<file path="src/rtl/alu_share_arbiter.sv">
// alu_share_arbiter
// Shares one combinational ALU between two requesters. Conflicts are resolved
// round-robin. The ALU result and zero flag are captured into a one-entry
// response slot that is tagged with its owner, and the slot is returned over a
// valid/ready handshake. When responses are drained promptly, the block
// sustains one operation per cycle.
//
// Ports
//   clk, rst_n                rising-edge clock, async active-low reset
//   rqX_valid/ready           request handshake, port X (0 or 1)
//   rqX_a/b/op                request operands and ALU control code
//   rsX_valid/ready           response handshake, port X
//   rsX_result/zero           response payload (both ports see the slot)
//   alu_a/b/control           drive to the shared ALU (zero when idle)
//   alu_result/zero           ALU outputs, captured on a grant
module alu_share_arbiter #(
    parameter int unsigned DATA_W = 32,
    parameter int unsigned OP_W   = 5
) (
    input  logic              clk,
    input  logic              rst_n,

    input  logic              rq0_valid,
    output logic              rq0_ready,
    input  logic [DATA_W-1:0] rq0_a,
    input  logic [DATA_W-1:0] rq0_b,
    input  logic [OP_W-1:0]   rq0_op,
    output logic              rs0_valid,
    input  logic              rs0_ready,
    output logic [DATA_W-1:0] rs0_result,
    output logic              rs0_zero,

    input  logic              rq1_valid,
    output logic              rq1_ready,
    input  logic [DATA_W-1:0] rq1_a,
    input  logic [DATA_W-1:0] rq1_b,
    input  logic [OP_W-1:0]   rq1_op,
    output logic              rs1_valid,
    input  logic              rs1_ready,
    output logic [DATA_W-1:0] rs1_result,
    output logic              rs1_zero,

    output logic [DATA_W-1:0] alu_a,
    output logic [DATA_W-1:0] alu_b,
    output logic [OP_W-1:0]   alu_control,
    input  logic [DATA_W-1:0] alu_result,
    input  logic              alu_zero
);

    typedef enum logic {StEmpty, StFull} state_e;

    state_e            state_q, state_d;
    logic              owner_q, owner_d;
    logic              last_grant_q, last_grant_d;
    logic [DATA_W-1:0] result_q, result_d;
    logic              zero_q, zero_d;

    logic can_issue;
    logic gnt_vld;
    logic gnt_id;

    // Grant and ALU drive
    always_comb begin
        can_issue = (state_q == StEmpty) || (owner_q ? rs1_ready : rs0_ready);
        gnt_vld   = 1'b0;
        gnt_id    = 1'b0;
        // rst_n gating keeps both readies low while reset is held
        if (rst_n && can_issue) begin
            if (rq0_valid && rq1_valid) begin
                gnt_vld = 1'b1;
                gnt_id  = ~last_grant_q;
            end else if (rq0_valid) begin
                gnt_vld = 1'b1;
                gnt_id  = 1'b0;
            end else if (rq1_valid) begin
                gnt_vld = 1'b1;
                gnt_id  = 1'b1;
            end
        end

        rq0_ready = gnt_vld & ~gnt_id;
        rq1_ready = gnt_vld & gnt_id;

        alu_a       = '0;
        alu_b       = '0;
        alu_control = '0;
        if (gnt_vld) begin
            alu_a       = gnt_id ? rq1_a  : rq0_a;
            alu_b       = gnt_id ? rq1_b  : rq0_b;
            alu_control = gnt_id ? rq1_op : rq0_op;
        end
    end

    // Slot next state. A grant is only possible when the held response (if any)
    // is retiring this cycle, so drain-and-refill leaves the slot FULL.
    always_comb begin
        state_d      = state_q;
        owner_d      = owner_q;
        last_grant_d = last_grant_q;
        result_d     = result_q;
        zero_d       = zero_q;
        if (gnt_vld) begin
            state_d      = StFull;
            owner_d      = gnt_id;
            last_grant_d = gnt_id;
            result_d     = alu_result;
            zero_d       = alu_zero;
        end else if (state_q == StFull && (owner_q ? rs1_ready : rs0_ready)) begin
            state_d = StEmpty;
        end
    end

    always_ff @(posedge clk or negedge rst_n) begin
        if (!rst_n) begin
            state_q      <= StEmpty;
            owner_q      <= 1'b0;
            last_grant_q <= 1'b1;
            result_q     <= '0;
            zero_q       <= 1'b0;
        end else begin
            state_q      <= state_d;
            owner_q      <= owner_d;
            last_grant_q <= last_grant_d;
            result_q     <= result_d;
            zero_q       <= zero_d;
        end
    end

    always_comb begin
        rs0_valid  = (state_q == StFull) && !owner_q;
        rs1_valid  = (state_q == StFull) && owner_q;
        rs0_result = result_q;
        rs1_result = result_q;
        rs0_zero   = zero_q;
        rs1_zero   = zero_q;
    end

endmodule

</file>
<file path="config.mk">
export PLATFORM = sky130hd
export DESIGN_NAME = alu_share_arbiter
export DESIGN_NICKNAME = d
export VERILOG_FILES = /design/src/rtl/alu_share_arbiter.sv
export SDC_FILE = /design/constraint.sdc
export NUM_CORES = 1
export LEC_CHECK = 0
export CELL_PAD_IN_SITES_DETAIL_PLACEMENT = 1
export CELL_PAD_IN_SITES_GLOBAL_PLACEMENT = 1
export CORE_AREA = 5 5 119 121
export DETAILED_ROUTE_END_ITERATION = 10
export DIE_AREA = 0 0 124 126
export DONT_BUFFER_PORTS = 1
export PLACE_DENSITY = 0.54
export SKIP_CTS_REPAIR_TIMING = 1
export SLEW_MARGIN = 20
export SYNTH_ARGS = -nofsm -noshare
export SYNTH_HDL_FRONTEND = slang
export SYNTH_SLANG_ARGS = --single-unit
</file>
<file path="constraint.sdc">
create_clock -name clk -period 2.2 [get_ports clk]
set_input_delay 0.22 -clock clk [delete_from_list [all_inputs] [get_ports clk]]
set_output_delay 0.22 -clock clk [all_outputs]
set_load 0.02 [all_outputs]
</file>
==> impl_metrics.env <==
export IMPL_path_cells="mux2_2 > o21ai_4 > buf_12 > a21oi_1 > buf_4"
export IMPL_tritoncts_clock_tree="yes"
export IMPL_drt_iter0_drc=130
export IMPL_reg2regPathDepth=4
export IMPL_final_seq_area_um2=902
export IMPL_synth_commonest_cells="74 x sky130_fd_sc_hd__nand2_1, 67 x sky130_fd_sc_hd__a21oi_1, 66 x sky130_fd_sc_hd__nand3_1"
export IMPL_drt_antenna_violating_nets=0
export IMPL_timing_hold_worst_class="input pin to flop"
export IMPL_fmaxAchievable_mhz=483
export IMPL_finalSetupViolations=0
export IMPL_power_static_leakage_uw=0.00152
export IMPL_hold_depth=1
export IMPL_route_vias_total=2760
export IMPL_antenna_diode_count=0
export IMPL_num_fill_cells=1574
export IMPL_timing_critical_path_slowest_cell_delay_ns=0.41
export IMPL_critical_path_slowest_cell="sky130_fd_sc_hd__dfrtp_1"
export IMPL_finish_instance_area_mm2=0.00347
export IMPL_worst_path_top_cell_family_by_delay="buffers and inverters"
export IMPL_maximum_number_of_pins_on_one_net_before_global_route_repair=70
export IMPL_destination_of_the_worst_hold_path="rs0_result[29]"
export IMPL_grt_setup_unrepaired="no"
export IMPL_post_synth_inst_count=362
export IMPL_setup_worst_path_end_class="output pin"
export IMPL_io_pins=316
export IMPL_postSynthNetCount=539
export IMPL_layout_drive_gt1_share_pct=32.7
export IMPL_cts_max_path_buffers=2
export IMPL_hpwlAfterDp_mm=8.71
export IMPL_worst_setup_path_start_kind="flop"
export IMPL_synth_edf_count=0
export IMPL_slew_headroom_pct=69.3
export IMPL_timing_critical_path_fanout_max=68
export IMPL_instances_no_fill=558
export IMPL_die_height_um=126
export IMPL_finalWeightedCongestion=0.791
export IMPL_root_buffer="sky130_fd_sc_hd__clkbuf_16"
export IMPL_status="complete, no violations"
export IMPL_synth_sequential_area_ratio_pct=31.6
export IMPL_crit_share_post_route_pct=94.2
export IMPL_fin_crit_ns=2.07
export IMPL_drtPass1Iterations=4
export IMPL_worstMarginPinSlew_ns=0.456
export IMPL_post_synth_cell_area_avg_um2=7.88
export IMPL_yosysUniqueCellTypes=26
export IMPL_grt_pass1_vias=2889
export IMPL_reg2reg_slack_ns=0.63
export IMPL_worstPathRequired_ns=1.98
export IMPL_placement_row_count=42
export IMPL_design_core_area_mm2=0.0130
export IMPL_number_of_antenna_violations_at_the_first_check_in_global_routing=0
export IMPL_clk_pin_slew_worst_paths_ns=0.06
export IMPL_worst_path_buf_inv=2
export IMPL_cts_max_level=2
export IMPL_dpl_cell_area_mm2=0.00329
export IMPL_wl_per_cell_um=20.1
export IMPL_worstHoldStart="alu_result[29]"
export IMPL_nNetsFinal=558
export IMPL_globalRouteOverflowTotal=0
export IMPL_power_density_mw_per_mm2=937
export IMPL_drt_drc_violations_left=0
export IMPL_syn_cell_area_mm2=0.00285
export IMPL_initial_core_util_pct=22.0
export IMPL_critical_setup_path_class="flop to output pin"
export IMPL_io_buffers=0
export IMPL_yosysWarningCount=0
export IMPL_yosys_top_cells_area="sky130_fd_sc_hd__dfrtp_1 31%, sky130_fd_sc_hd__a21oi_1 12%, sky130_fd_sc_hd__nand3_1 12%, sky130_fd_sc_hd__nand2_1 9.7%, sky130_fd_sc_hd__buf_4 9.5%"
export IMPL_cts_sink_count=36
export IMPL_syn2layout_area_growth_pct=21.6
export IMPL_timing_hold_violations_final=0
export IMPL_number_of_cts_inserted_buffers=5
export IMPL_timing_rr_start="owner_q"
export IMPL_finalWirelength_mm=11.2
export IMPL_fp_dieW_um=124
export IMPL_regToRegEndpoint="rs0_result[18]"
export IMPL_yosysMostFrequentCell="sky130_fd_sc_hd__nand2_1"
export IMPL_post_synth_top_area_share_pct=30.7
export IMPL_max_vdd_ir_drop_uv=473
export IMPL_count_of_maximum_capacitance_violations=0
export IMPL_placed_cells_incl_taps=548
export IMPL_synth_async_sr_flop_share_pct=100
export IMPL_ys_flop_type="sky130_fd_sc_hd__dfrtp_1"
export IMPL_multi_input_comb_area_mm2=0.00153
export IMPL_clock_skew_ns=0.00123
export IMPL_hold_ws_ns=0.0896
export IMPL_post_synth_top_area_cell="sky130_fd_sc_hd__dfrtp_1"
export IMPL_global_route_usage_total_pct=12.8
export IMPL_setup_tns_ns=0
export IMPL_arr_time_crit_path_ns=1.85
export IMPL_fin_util_pct=26.7
export IMPL_ys_seq_elements=36
export IMPL_grt_first_pass_wirelength_mm=15.9
export IMPL_die_area_mm2=0.0156
export IMPL_viasPerCell=4.95
export IMPL_final_max_slew_violation_count=0
export IMPL_clkLatencyLatePin_ns=0.27
## stage by stage
stage / setup slack, ns / power, uW
detailed placement: 0.405 / 2550
global placement: 0.448 / 2520
floorplan: 0.429 / 2380
finish: 0.128 / 3250
CTS: 0.0991 / 3290
global route: 0.0283 / 3440
## sequential cells by signal, summed over array words and instances (netlist names)
signal,flops
rs0_zero,1
last_grant_q,1
owner_q,1
rs0_result,32
state_q,1
## placed cells by master, fill, tap and decap left out, types with 2 or more instances in the layout
master                      Yosys  routed
sky130_fd_sc_hd__dfrtp_1       35      35
sky130_fd_sc_hd__o21ai_0        2       2
sky130_fd_sc_hd__nand3_1       66      66
sky130_fd_sc_hd__clkbuf_16      0       5
sky130_fd_sc_hd__mux2_2        19      19
sky130_fd_sc_hd__inv_1          2       2
sky130_fd_sc_hd__mux2_4        15      15
sky130_fd_sc_hd__nor2_1         3       3
sky130_fd_sc_hd__a21oi_1       67      67
sky130_fd_sc_hd__buf_12         1       6
sky130_fd_sc_hd__buf_4         36      71
sky130_fd_sc_hd__a21boi_0       3       3
sky130_fd_sc_hd__nand2_1       74      74
## metal layers
layer  global-route usage, %  wire (um)
met1                    13.9       4070
met2                    23.8       5960
met3                    3.86       1120
met4                    3.03         84
met5                       0          0
## worst reg2reg max path: stages (launching register included)
cell and delay [ns]:
sky130_fd_sc_hd__dfrtp_1 0.42, sky130_fd_sc_hd__mux2i_1 0.20, sky130_fd_sc_hd__a21oi_4 0.19, sky130_fd_sc_hd__buf_12 0.24
sky130_fd_sc_hd__mux2_2 0.40
## how the worst max path moves through the flow
stage | from | to | slack, ns | cells after the start
after floorplan | last_grant_q | alu_control[4] | 0.43 | 5
after global placement | owner_q | alu_b[18] | 0.45 | 5
after detailed placement | owner_q | alu_b[18] | 0.40 | 5
after CTS | owner_q | alu_b[18] | 0.1 | 5
after global routing | owner_q | alu_b[18] | 0.03 | 5
final | owner_q | alu_b[18] | 0.13 | 5
## report_power, final
group	total, uW	switching [uW]	leakage (uW)	internal [uW]
clock network	713	262	0.0000772	452
logic	1140	637	0.00102	504
registers	1400	571	0.000420	827
total	3250	1470	0.00152	1780
## layout make-up
class | count | area share, %
clock buffer | 6 | 4.00
clock inverter | 2 | 0.397
inverter | 2 | 0.216
multi-input combinational | 258 | 43.9
sequential | 36 | 26.0
tap | 176 | 6.34
timing repair buffer | 78 | 19.1
## cell families (layout without fill, tap and decap cells)
logic type	after synthesis	count (layout)	synth area share, %
AO/OA/AOI/OAI	78	78	14.8
buffers and inverters	68	88	15.7
flip-flops	36	36	31.6
multiplexers	35	35	15.7
AND/OR/NAND/NOR	145	145	22.1
Note: power is estimated with default switching activity, not from simulation.
